[src/rtl/fifo_pkg.sv]
// Shared async-FIFO definitions: default geometry and Gray/binary conversion helpers.
package fifo_pkg;

  localparam int DEFAULT_ADDR_SIZE = 4;
  localparam int DEFAULT_DEPTH     = 1 << DEFAULT_ADDR_SIZE;

  function automatic int depth_of(input int addr_size);
    return 1 << addr_size;
  endfunction

  // Helpers work on 32-bit values; callers truncate to their pointer width.
  function automatic logic [31:0] bin2gray(input logic [31:0] bin);
    return bin ^ (bin >> 1);
  endfunction

  function automatic logic [31:0] gray2bin(input logic [31:0] gray);
    logic [31:0] bin;
    for (int i = 31; i >= 0; i--) begin
      bin[i] = ^(gray >> i);
    end
    return bin;
  endfunction

endpackage

[src/rtl/gray_to_binary.sv]
// Combinational Gray-to-binary converter, shared by both FIFO pointer domains.
module gray_to_binary #(
  parameter int WIDTH = 5
) (
  input  logic [WIDTH-1:0] gray_i,
  output logic [WIDTH-1:0] bin_o
);

  // Each binary bit is the XOR of all Gray bits at or above its position.
  always_comb begin
    bin_o = '0;
    for (int i = 0; i < WIDTH; i++) begin
      bin_o[i] = ^(gray_i >> i);
    end
  end

endmodule

[src/rtl/write_pointer_generation.sv]
// Write-domain pointer, full/almost-full and level logic for the async FIFO.
// Optional sticky overflow flag is built when WRT_OVERFLOW_FLAG_EN is defined.
module write_pointer_generation
  import fifo_pkg::*;
#(
  parameter int ADDR_SIZE = DEFAULT_ADDR_SIZE,
  parameter int AF_MARGIN = 2
) (
  input  logic                 wrt_clk,
  input  logic                 wrt_rst,
  input  logic                 wrt_ena,
  input  logic [ADDR_SIZE:0]   sync_rd_ptr,
  output logic                 wrt_accept,
  output logic [ADDR_SIZE-1:0] wrt_addr,
  output logic [ADDR_SIZE:0]   wrt_ptr,
  output logic                 wrt_full,
  output logic                 wrt_almost_full,
  output logic [ADDR_SIZE:0]   wrt_level,
  output logic                 wrt_overflow
);

  localparam int DEPTH = depth_of(ADDR_SIZE);
  localparam int PW    = ADDR_SIZE + 1;

  logic [PW-1:0] wrt_bin_q, wrt_bin_d;
  logic [PW-1:0] wrt_ptr_q, wrt_ptr_d;
  logic [PW-1:0] wrt_level_q, wrt_level_d;
  logic          wrt_full_q, wrt_full_d;
  logic          wrt_af_q, wrt_af_d;
  logic [PW-1:0] rd_bin_sync;

  gray_to_binary #(.WIDTH(PW)) u_rd_g2b (
    .gray_i (sync_rd_ptr),
    .bin_o  (rd_bin_sync)
  );

  assign wrt_accept = wrt_ena & ~wrt_full_q;

  always_comb begin
    wrt_bin_d   = wrt_bin_q + {{ADDR_SIZE{1'b0}}, wrt_accept};
    wrt_ptr_d   = PW'(bin2gray(32'(wrt_bin_d)));
    wrt_level_d = wrt_bin_d - rd_bin_sync;
    // Full when the write pointer is one whole lap ahead: top two Gray bits inverted.
    wrt_full_d  = (wrt_ptr_d == {~sync_rd_ptr[PW-1:PW-2], sync_rd_ptr[PW-3:0]});
    wrt_af_d    = (int'(wrt_level_d) >= DEPTH - AF_MARGIN);
  end

  always_ff @(posedge wrt_clk or posedge wrt_rst) begin
    if (wrt_rst) begin
      wrt_bin_q   <= '0;
      wrt_ptr_q   <= '0;
      wrt_level_q <= '0;
      wrt_full_q  <= 1'b0;
      wrt_af_q    <= 1'b0;
    end else begin
      wrt_bin_q   <= wrt_bin_d;
      wrt_ptr_q   <= wrt_ptr_d;
      wrt_level_q <= wrt_level_d;
      wrt_full_q  <= wrt_full_d;
      wrt_af_q    <= wrt_af_d;
    end
  end

  assign wrt_addr        = wrt_bin_q[ADDR_SIZE-1:0];
  assign wrt_ptr         = wrt_ptr_q;
  assign wrt_level       = wrt_level_q;
  assign wrt_full        = wrt_full_q;
  assign wrt_almost_full = wrt_af_q;

`ifdef WRT_OVERFLOW_FLAG_EN
  logic wrt_ovf_q, wrt_ovf_d;

  always_comb begin
    wrt_ovf_d = wrt_ovf_q | (wrt_ena & wrt_full_q);
  end

  always_ff @(posedge wrt_clk or posedge wrt_rst) begin
    if (wrt_rst) wrt_ovf_q <= 1'b0;
    else         wrt_ovf_q <= wrt_ovf_d;
  end

  assign wrt_overflow = wrt_ovf_q;
`else
  assign wrt_overflow = 1'b0;
`endif

endmodule

[config.mk]
export PLATFORM = sky130hd
export DESIGN_NAME = write_pointer_generation
export DESIGN_NICKNAME = d
export VERILOG_FILES = /design/src/rtl/fifo_pkg.sv /design/src/rtl/gray_to_binary.sv /design/src/rtl/write_pointer_generation.sv
export SDC_FILE = /design/constraint.sdc
export NUM_CORES = 1
export LEC_CHECK = 0
export ABC_AREA = 0
export CELL_PAD_IN_SITES_DETAIL_PLACEMENT = 1
export CELL_PAD_IN_SITES_GLOBAL_PLACEMENT = 1
export CORE_MARGIN = 1.5
export CORE_UTILIZATION = 35
export DETAILED_ROUTE_END_ITERATION = 8
export GPL_TIMING_DRIVEN = 1
export PLACE_DENSITY = 0.75
export SYNTH_ARGS = -nofsm -noshare
export SYNTH_HDL_FRONTEND = slang
export SYNTH_SLANG_ARGS = --single-unit
[constraint.sdc]
create_clock -name wrt_clk -period 2.4 [get_ports wrt_clk]
set_input_delay 0.48 -clock wrt_clk [delete_from_list [all_inputs] [get_ports wrt_clk]]
set_output_delay 0.48 -clock wrt_clk [all_outputs]
set_load 0.01 [all_outputs]
==> impl_metrics.ini <==
[outcome]
run_status = finished, violations left
violations = setup timing

[global_route]
grt.total_usage_pct = 22.4
grt_pass1_wl_mm = 4.13
grt_pass1_vias = 829
gr-total-overflow = 0
grt_start_max_net_pins = 17
antenna_found_initial = 0

[synthesis]
synth_cell_type_count = 21
ys_warn_count = 0
synth_adder_area_share_pct = 9.46
syn-num-nets = 90
synth_ff_type = dfrtp_1
synthXorXnorAreaFrac_pct = 24.2
synthMuxAreaShare_pct = 0
yosys-top-cells-area = dfrtp_1 46%, xnor2_1 10%, xor2_1 9.0%
synth_seq_area_share_pct = 45.8
syn-cell-area_um2 = 873
synth_compound_gate_area_share_pct = 7.16
yosys.area.top_type = dfrtp_1
synth_seq_cells = 16
syn_inst = 76
synth_edf_count = 0
yosys.cell_count.top_type = dfrtp_1
yosys.area.top_type_share_pct = 45.8
synth_top_family_by_area = XOR/XNOR gates
synth-simple-area-share_pct = 8.17
syn_area_per_cell_um2 = 11.5
synth_async_sr_flop_share_pct = 100
yosys-top-cells-count = 16 x dfrtp_1, 10 x xnor2_1, 9 x inv_1, 9 x xor2_1, 5 x ha_1

[floorplan]
fp.dieH_um = 53.0
fp.dieW_um = 53.0
io-pin-count = 26
dieArea_mm2 = 0.00280
start_util_pct = 38.4
placeableCoreArea_mm2 = 0.00228
rows = 17

[sta]
max_freq_mhz = 411
setup_violations = 1
worst_pin_slew_ns = 0.634
final.setup.tns_ns = -0.0360
maxSlewViolCount = 0
finClkSkew_ns = 0.00416
worst_slack_ns = -0.0360
relSlewSlack_pct = 57.7
finalHoldViolCount = 0
post-route-period-util_pct = 101
period_minus_slack_ns = 2.44
rsz0062_at_grt = yes

[power]
power_density_mw_per_mm2 = 1670
p_total_mw = 2.47
vdd_drop_max_v = 0.000825
leakage_nw = 0.664

[cells_and_area]
area_growth_pct = 69.5
design_area_mm2 = 0.00148
insertedDiodeCount = 0
layout.nets = 139
drive_gt1_share_pct = 38.7

[flow_run]
max_cap_violations = 0

[place]
gp_congestion = 0.734
post-place-ws_ns = -0.772
placed_area_mm2 = 0.00130
dp_hpwl_mm = 1.88
io_buffers = 24

[clock_tree]
clockBufferDepth = 2
cts_sinks = 16
cts_buffers = 3
clock-root-buffer = clkbuf_4
cts_tree = done
ctsHoldBuffers = 0
htree_num_levels = 1
clkSlewWorstSetupHoldPaths_ns = 0.10
clock_latency_ns = 0.30

[worst_hold_path]
hold_path_class = primary input to async pin

[routing]
routed_wl_mm = 2.71
drt_iter0_drc = 1
drc_errors = 0
vias_per_cell = 4.81
via_count = 731
first_pass_iters = 4
routedWlPerCell_um = 17.8
ant_nets = 0

[setup_path]
cp_max_fo = 2
endpoint_kind = register
worst-endpoint-required_ns = 2.61
path_class = primary input to register
arrival_ns = 2.65
start_kind = primary input
## layout make-up
| class | instances | area (µm²) |
|---|---|---|
| inverters | 9 | 33.8 |
| flip-flops and latches | 16 | 400 |
| repair buffers | 45 | 403 |
| fillers | 235 | 796 |
| well taps | 28 | 35.0 |
| multi-input cells | 50 | 572 |
| clock buffers | 4 | 36.3 |
## worst paths after layout
kind / start / to / slack [ns] / cells past startpoint
max: wrt_ena / wrt_almost_full$_DFF_PP0_ / -0.04 / 10
min: wrt_rst / wrt_bin_q[3]$_DFF_PP0_ / 0.55 / 2
max reg2reg: wrt_full$_DFF_PP0_ / wrt_almost_full$_DFF_PP0_ / 0.23 / 9
min reg2reg: wrt_bin_q[0]$_DFF_PP0_ / wrt_bin_q[0]$_DFF_PP0_ / 0.72 / 2
max in group asynchronous: wrt_rst / wrt_level[2]$_DFF_PP0_ / 1.44 / 2
min in group wrt_clk: sync_rd_ptr[4] / wrt_full$_DFF_PP0_ / 0.61 / 4
## through the flow
stage,hold slack (ns),std cells,utilization [%]
CTS,0.582,150,61.4
global route,0.611,152,65.0
finish,0.553,152,65.0
detailed placement,0.662,144,57.2
global placement,0.648,144,57.2
floorplan,0.394,76,-
## placed cells by master (no fill, tap or decap), drive strengths merged, types with 2 or more instances in the layout
master,netlist,layout
dfrtp,16,16
nand2,4,4
o211ai,2,2
nor2b,2,2
xor2,9,9
inv,9,9
ha,5,5
clkdlybuf4s50,0,21
o21ai,2,2
or3,2,2
buf,1,23
xnor2,10,10
clkbuf,0,4
nand3,4,4
xnor3,2,2
## timing repair
| item | in CTS | in global routing |
|---|---|---|
| setup endpoints to repair | 4 | 4 |
| pin swaps | 8 | 9 |
| resized for setup | 22 | 14 |
| cloned | 0 | 0 |
| buffers inserted | 2 | 2 |
## registers in the layout (all words and copies together) (netlist names)
signal and count:
wrt_ptr 4, wrt_almost_full 1, wrt_bin_q 5, wrt_level 5, wrt_full 1
## power breakdown
group          switching [mW]  total (mW)  internal, mW
registers               0.114       0.536         0.422
clock network          0.0955       0.188        0.0926
logic                   0.796        1.75         0.950
## routing by layer
layer  GRT usage (%)  vias up  part of all wire, %
li1                -      340                    -
met1            23.9      367                   40
met2            41.7       20                   54
met3            1.41        4                  3.0
met4            15.0        0                  2.7
met5               0        -                    0
## cell families after synthesis
logic type / Yosys count
other: 1
buffers and inverters: 10
XOR/XNOR: 21
flip-flops: 16
adder cells (fa/ha/maj): 6
AO/OA/AOI/OAI: 8
AND/OR/NAND/NOR: 14
## worst max-delay path, cell delays in order
cell	delay, ns
clkdlybuf4s50_1	0.41
nor2b_4	0.14
ha_4	0.26
inv_1	0.05
ha_2	0.20
fa_2	0.39
nor2b_4	0.16
o21ai_2	0.09
a311o_1	0.36
o211ai_1	0.11
Power figures use the tool's default switching activity.
